$ cat config.mk
export PLATFORM = sky130hd
export DESIGN_NAME = instr_mem_loader
export DESIGN_NICKNAME = d
export VERILOG_FILES = /design/src/rtl/instr_mem_loader.sv
export SDC_FILE = /design/constraint.sdc
export NUM_CORES = 1
export LEC_CHECK = 0
export CORE_ASPECT_RATIO = 1.25
export CORE_MARGIN = 2
export CORE_UTILIZATION = 25
export DETAILED_ROUTE_END_ITERATION = 12
export PLACE_DENSITY = 0.55
export SKIP_CTS_REPAIR_TIMING = 1
export SLEW_MARGIN = 10
export SYNTH_ARGS = -nofsm -noshare
export SYNTH_HDL_FRONTEND = slang
export SYNTH_SLANG_ARGS = --single-unit
$ cat constraint.sdc
create_clock -name clk -period 3.23 [get_ports clk]
set_input_delay 0.8075 -clock clk [delete_from_list [all_inputs] [get_ports clk]]
set_output_delay 0.8075 -clock clk [all_outputs]
set_load 0.1 [all_outputs]
$ cat src/rtl/instr_mem_loader.sv
// Instruction store writer: accepts field beats over valid/ready, packs them into
// 20-bit words and fills consecutive slots of a 32-entry store presented on mem.
module instr_mem_loader #(
    parameter int unsigned DEPTH          = 32,
    parameter int unsigned FIELD_W        = 5,
    parameter int unsigned WORD_W         = 20,
    parameter bit          CLEAR_ON_START = 1'b1
) (
    input  logic                             clk,
    input  logic                             rst_n,
    input  logic                             start,
    input  logic                             ld_valid,
    output logic                             ld_ready,
    input  logic [FIELD_W-1:0]               ld_opcode,
    input  logic [FIELD_W-1:0]               ld_addrA,
    input  logic [FIELD_W-1:0]               ld_addrB,
    input  logic [FIELD_W-1:0]               ld_addrW,
    input  logic                             ld_last,
    output logic [DEPTH-1:0][WORD_W-1:0]     mem,
    output logic [$clog2(DEPTH):0]           count,
    output logic                             done,
    output logic                             overflow
);

    localparam int unsigned PTR_W = $clog2(DEPTH);
    localparam int unsigned CNT_W = PTR_W + 1;

    typedef enum logic [1:0] {
        IDLE = 2'd0,
        LOAD = 2'd1,
        DONE = 2'd2
    } state_t;

    state_t             state;
    state_t             state_nxt;
    logic [PTR_W-1:0]   ptr;
    logic               accept;
    logic               last_slot;
    logic [WORD_W-1:0]  word;

    assign ld_ready  = (state == LOAD) && !start;
    assign accept    = ld_valid && ld_ready;
    assign last_slot = (ptr == PTR_W'(DEPTH - 1));
    assign word      = WORD_W'({ld_addrW, ld_addrB, ld_addrA, ld_opcode});
    assign done      = (state == DONE);

    // State register
    always_ff @(posedge clk or negedge rst_n) begin
        if (!rst_n) begin
            state <= IDLE;
        end else begin
            state <= state_nxt;
        end
    end

    // Next-state logic; a start always (re)enters LOAD
    always_comb begin
        state_nxt = state;
        case (state)
            IDLE: begin
                if (start) state_nxt = LOAD;
            end
            LOAD: begin
                if (accept && (ld_last || last_slot)) state_nxt = DONE;
            end
            DONE: begin
                if (start) state_nxt = LOAD;
            end
            default: state_nxt = IDLE;
        endcase
    end

    // Store, write pointer, word count and overflow flag
    always_ff @(posedge clk or negedge rst_n) begin
        if (!rst_n) begin
            mem      <= '0;
            ptr      <= '0;
            count    <= '0;
            overflow <= 1'b0;
        end else if (start) begin
            ptr      <= '0;
            count    <= '0;
            overflow <= 1'b0;
            if (CLEAR_ON_START) mem <= '0;
        end else if (accept) begin
            mem[ptr] <= word;
            // Pointer parks on the last slot instead of wrapping
            if (!last_slot) ptr <= ptr + PTR_W'(1);
            if (count != CNT_W'(DEPTH)) count <= count + CNT_W'(1);
            if (last_slot && !ld_last) overflow <= 1'b1;
        end
    end

endmodule

==> reports/results.ini <==
[timing]
fin_ws_ps = 385
drv_slew = 0
fin_skew_ps = 19.9
fin_crit_ps = 2850
rsz0062_at_grt = no
worst_pin_slew_ps = 993
setup_viol = 0
finalCritPeriodShare_pct = 88.1
slew_headroom_pct = 33.8
fmax_mhz = 351
setup-tns-final_ps = 0
hold_violations = 0
holdWs_ps = 99.6

[logic_synthesis]
yosys_most_used_dff = dfrtp_1
ys_async_sr_fraction_pct = 100
yosys.area.top_type = dfrtp_1
synth_nets = 2765
synthCells = 2733
syn_avg_cell_area_sq_um = 10.3
netlist.area_leader.share_pct = 58.2
yosys-top-cells-area = dfrtp_1 (58%), a31o_1 (6.1%), nand3_1 (5.1%), a21oi_1 (5.1%), o21ai_0 (4.9%)
syn_area_sq_mm = 0.0281
synth_edf_count = 0
ys_seq_elements = 654
netlist_top_cells_count = dfrtp_1 (654), nand3_1 (289), a21oi_1 (287), o21ai_0 (274), nor3_1 (260)
synth_most_common_cell = dfrtp_1
yosys_warnings = 0
seq_area_frac_synth_pct = 58.2
synth_cell_types = 45

[placed_design]
place_area_sq_mm = 0.0353
preCtsSetupSlack_ps = 147
place.gp.congestion = 0.776
portBuffers = 673
hpwlAfterDp_mm = 85.1

[clocking]
clockBufferDepth = 3
clkLatencyLatePin_ps = 660
h-tree-depth = 3
cts.sinks = 654
clockRootBuffer = clkbuf_16
cts.reportedPaths.clkPinSlew_ps = 60
cts_tree = built
cts_buffers = 77

[setup_path]
crit_path_end_kind = primary output
crit_cells = 3
crit_path_start_kind = flip-flop
crit_type = flip-flop to primary output
crit_family = flip-flops
crit_arrival_ps = 2040
slowest_delay_ps = 600
r2r_cells = 5
path_buf_inv = 2
crit_path_max_fanout = 14
path_cells = buf_4 -> nor3b_4 -> buf_12
crit_required_ps = 2420
cpMaxStageDelayCell = dfrtp_1

[power_and_ir_drop]
p_leak_nw = 17.6
powerDensity_mw_per_mm2 = 497
finalPower_w = 0.0188
ir_drop_uv = 331

[global_route]
grt_pass1_wl_mm = 185
grtUsageTotal_pct = 21.7
grt_pass1_vias = 24200
gr-total-overflow = 0
antenna_found_initial = 6
grt_max_degree = 182

[final_layout]
syn2layout_area_growth_pct = 34.5
finalNetCount = 3313
final_cell_area_sq_mm = 0.0378
drive_gt1_share_pct = 31.7

[run_status]
status = completed

[route]
drtIter0Drc = 2247
drc_errors = 0
via_per_inst = 5.21
dr_total_vias = 25000
ant_nets = 0
wl_mm = 130
drt_first_pass_iters = 7
post_drt_wl_per_cell_um = 27.1

[floorplanning]
fp.dieH_um = 379
io_pins = 674
rows = 137
die_w_um = 304
start_util_pct = 25.2
die-area_sq_mm = 0.115
core_region_area_sq_mm = 0.112

[job]
maxCapViolCount = 0

[min_path]
hold_path.class = primary input to asynchronous set/reset pin

-- final timing paths --
kind                                       from              endpoint  slack (ps)
hold / removal                            rst_n  mem[330]$_DFFE_PN0P_         100
setup / recovery           state[1]$_DFFE_PN0P_              ld_ready         380
max in group asynchronous                 rst_n  mem[256]$_DFFE_PN0P_        2130
hold reg to reg            mem[104]$_DFFE_PN0P_  mem[104]$_DFFE_PN0P_         510
setup reg to reg             ptr[0]$_DFFE_PN0P_  mem[201]$_DFFE_PN0P_         670
min in group clk           mem[104]$_DFFE_PN0P_  mem[104]$_DFFE_PN0P_         510
-- through the flow --
| stage | util (%) | instances |
|---|---|---|
| floorplan | - | 2733 |
| detailed placement | 31.7 | 4661 |
| global placement | 31.7 | 4661 |
| global route | 33.9 | 4793 |
| CTS | 33.9 | 4793 |
| finish | 33.9 | 4794 |
-- state kept, by name, indices dropped and copies added, names as in the netlist --
signal,cells
mem,640
overflow,1
count,6
ptr,5
state,2
-- logic make-up after synthesis --
logic type,Yosys count,synth area share (%)
and+or+nand+nor,733,13.7
adders and majority gates,7,0.311
buffers and inverters,375,5.46
AOI/OAI and AO/OA,883,19.4
muxes,81,2.88
DFF,654,58.2
-- power breakdown --
part / switching [W] / internal (W)
registers: 0.0000414 / 0.00824
clock network: 0.00374 / 0.00500
logic: 0.00142 / 0.000350
-- metal layers --
layer | track usage, % | vias to the layer above | part of all wire [%]
met5 | 0 | - | 0.031
met4 | 7.03 | 6 | 2.8
met3 | 5.67 | 174 | 7.8
met2 | 35.0 | 1024 | 47
met1 | 28.4 | 12800 | 42
li1 | - | 11000 | -
-- layout make-up --
| cell class | count | area, sq um |
|---|---|---|
| clock inverter | 27 | 288 |
| fill | 11400 | 73800 |
| inverter | 9 | 41.3 |
| clock buffer | 105 | 2210 |
| sequential | 654 | 16400 |
| timing repair buffer | 835 | 6670 |
| antenna | 1 | 2.50 |
| multi-input combinational | 1704 | 10400 |
| tap | 1459 | 1830 |
-- cells in the final DEF, fill, tap and decap left out, drive strengths merged, types with 4 or more instances in the layout --
master | synthesis | layout
buf | 111 | 819
dfrtp | 654 | 654
o21ai | 307 | 307
nand3 | 289 | 289
a21oi | 287 | 287
nor3 | 260 | 260
a31o | 260 | 260
clkbuf | 255 | 106
nand2 | 100 | 100
mux2i | 81 | 81
o211ai | 22 | 22
nand2b | 20 | 20
inv | 8 | 18
clkdlybuf4s50 | 0 | 15
clkinv | 1 | 14
nand4bb | 8 | 8
ha | 7 | 7
and4bb | 7 | 7
nand4b | 6 | 6
and4b | 6 | 6
nor4b | 4 | 4
nor2 | 4 | 4
nor3b | 4 | 4
or4b | 4 | 4
(Power assumes the default switching activity.)
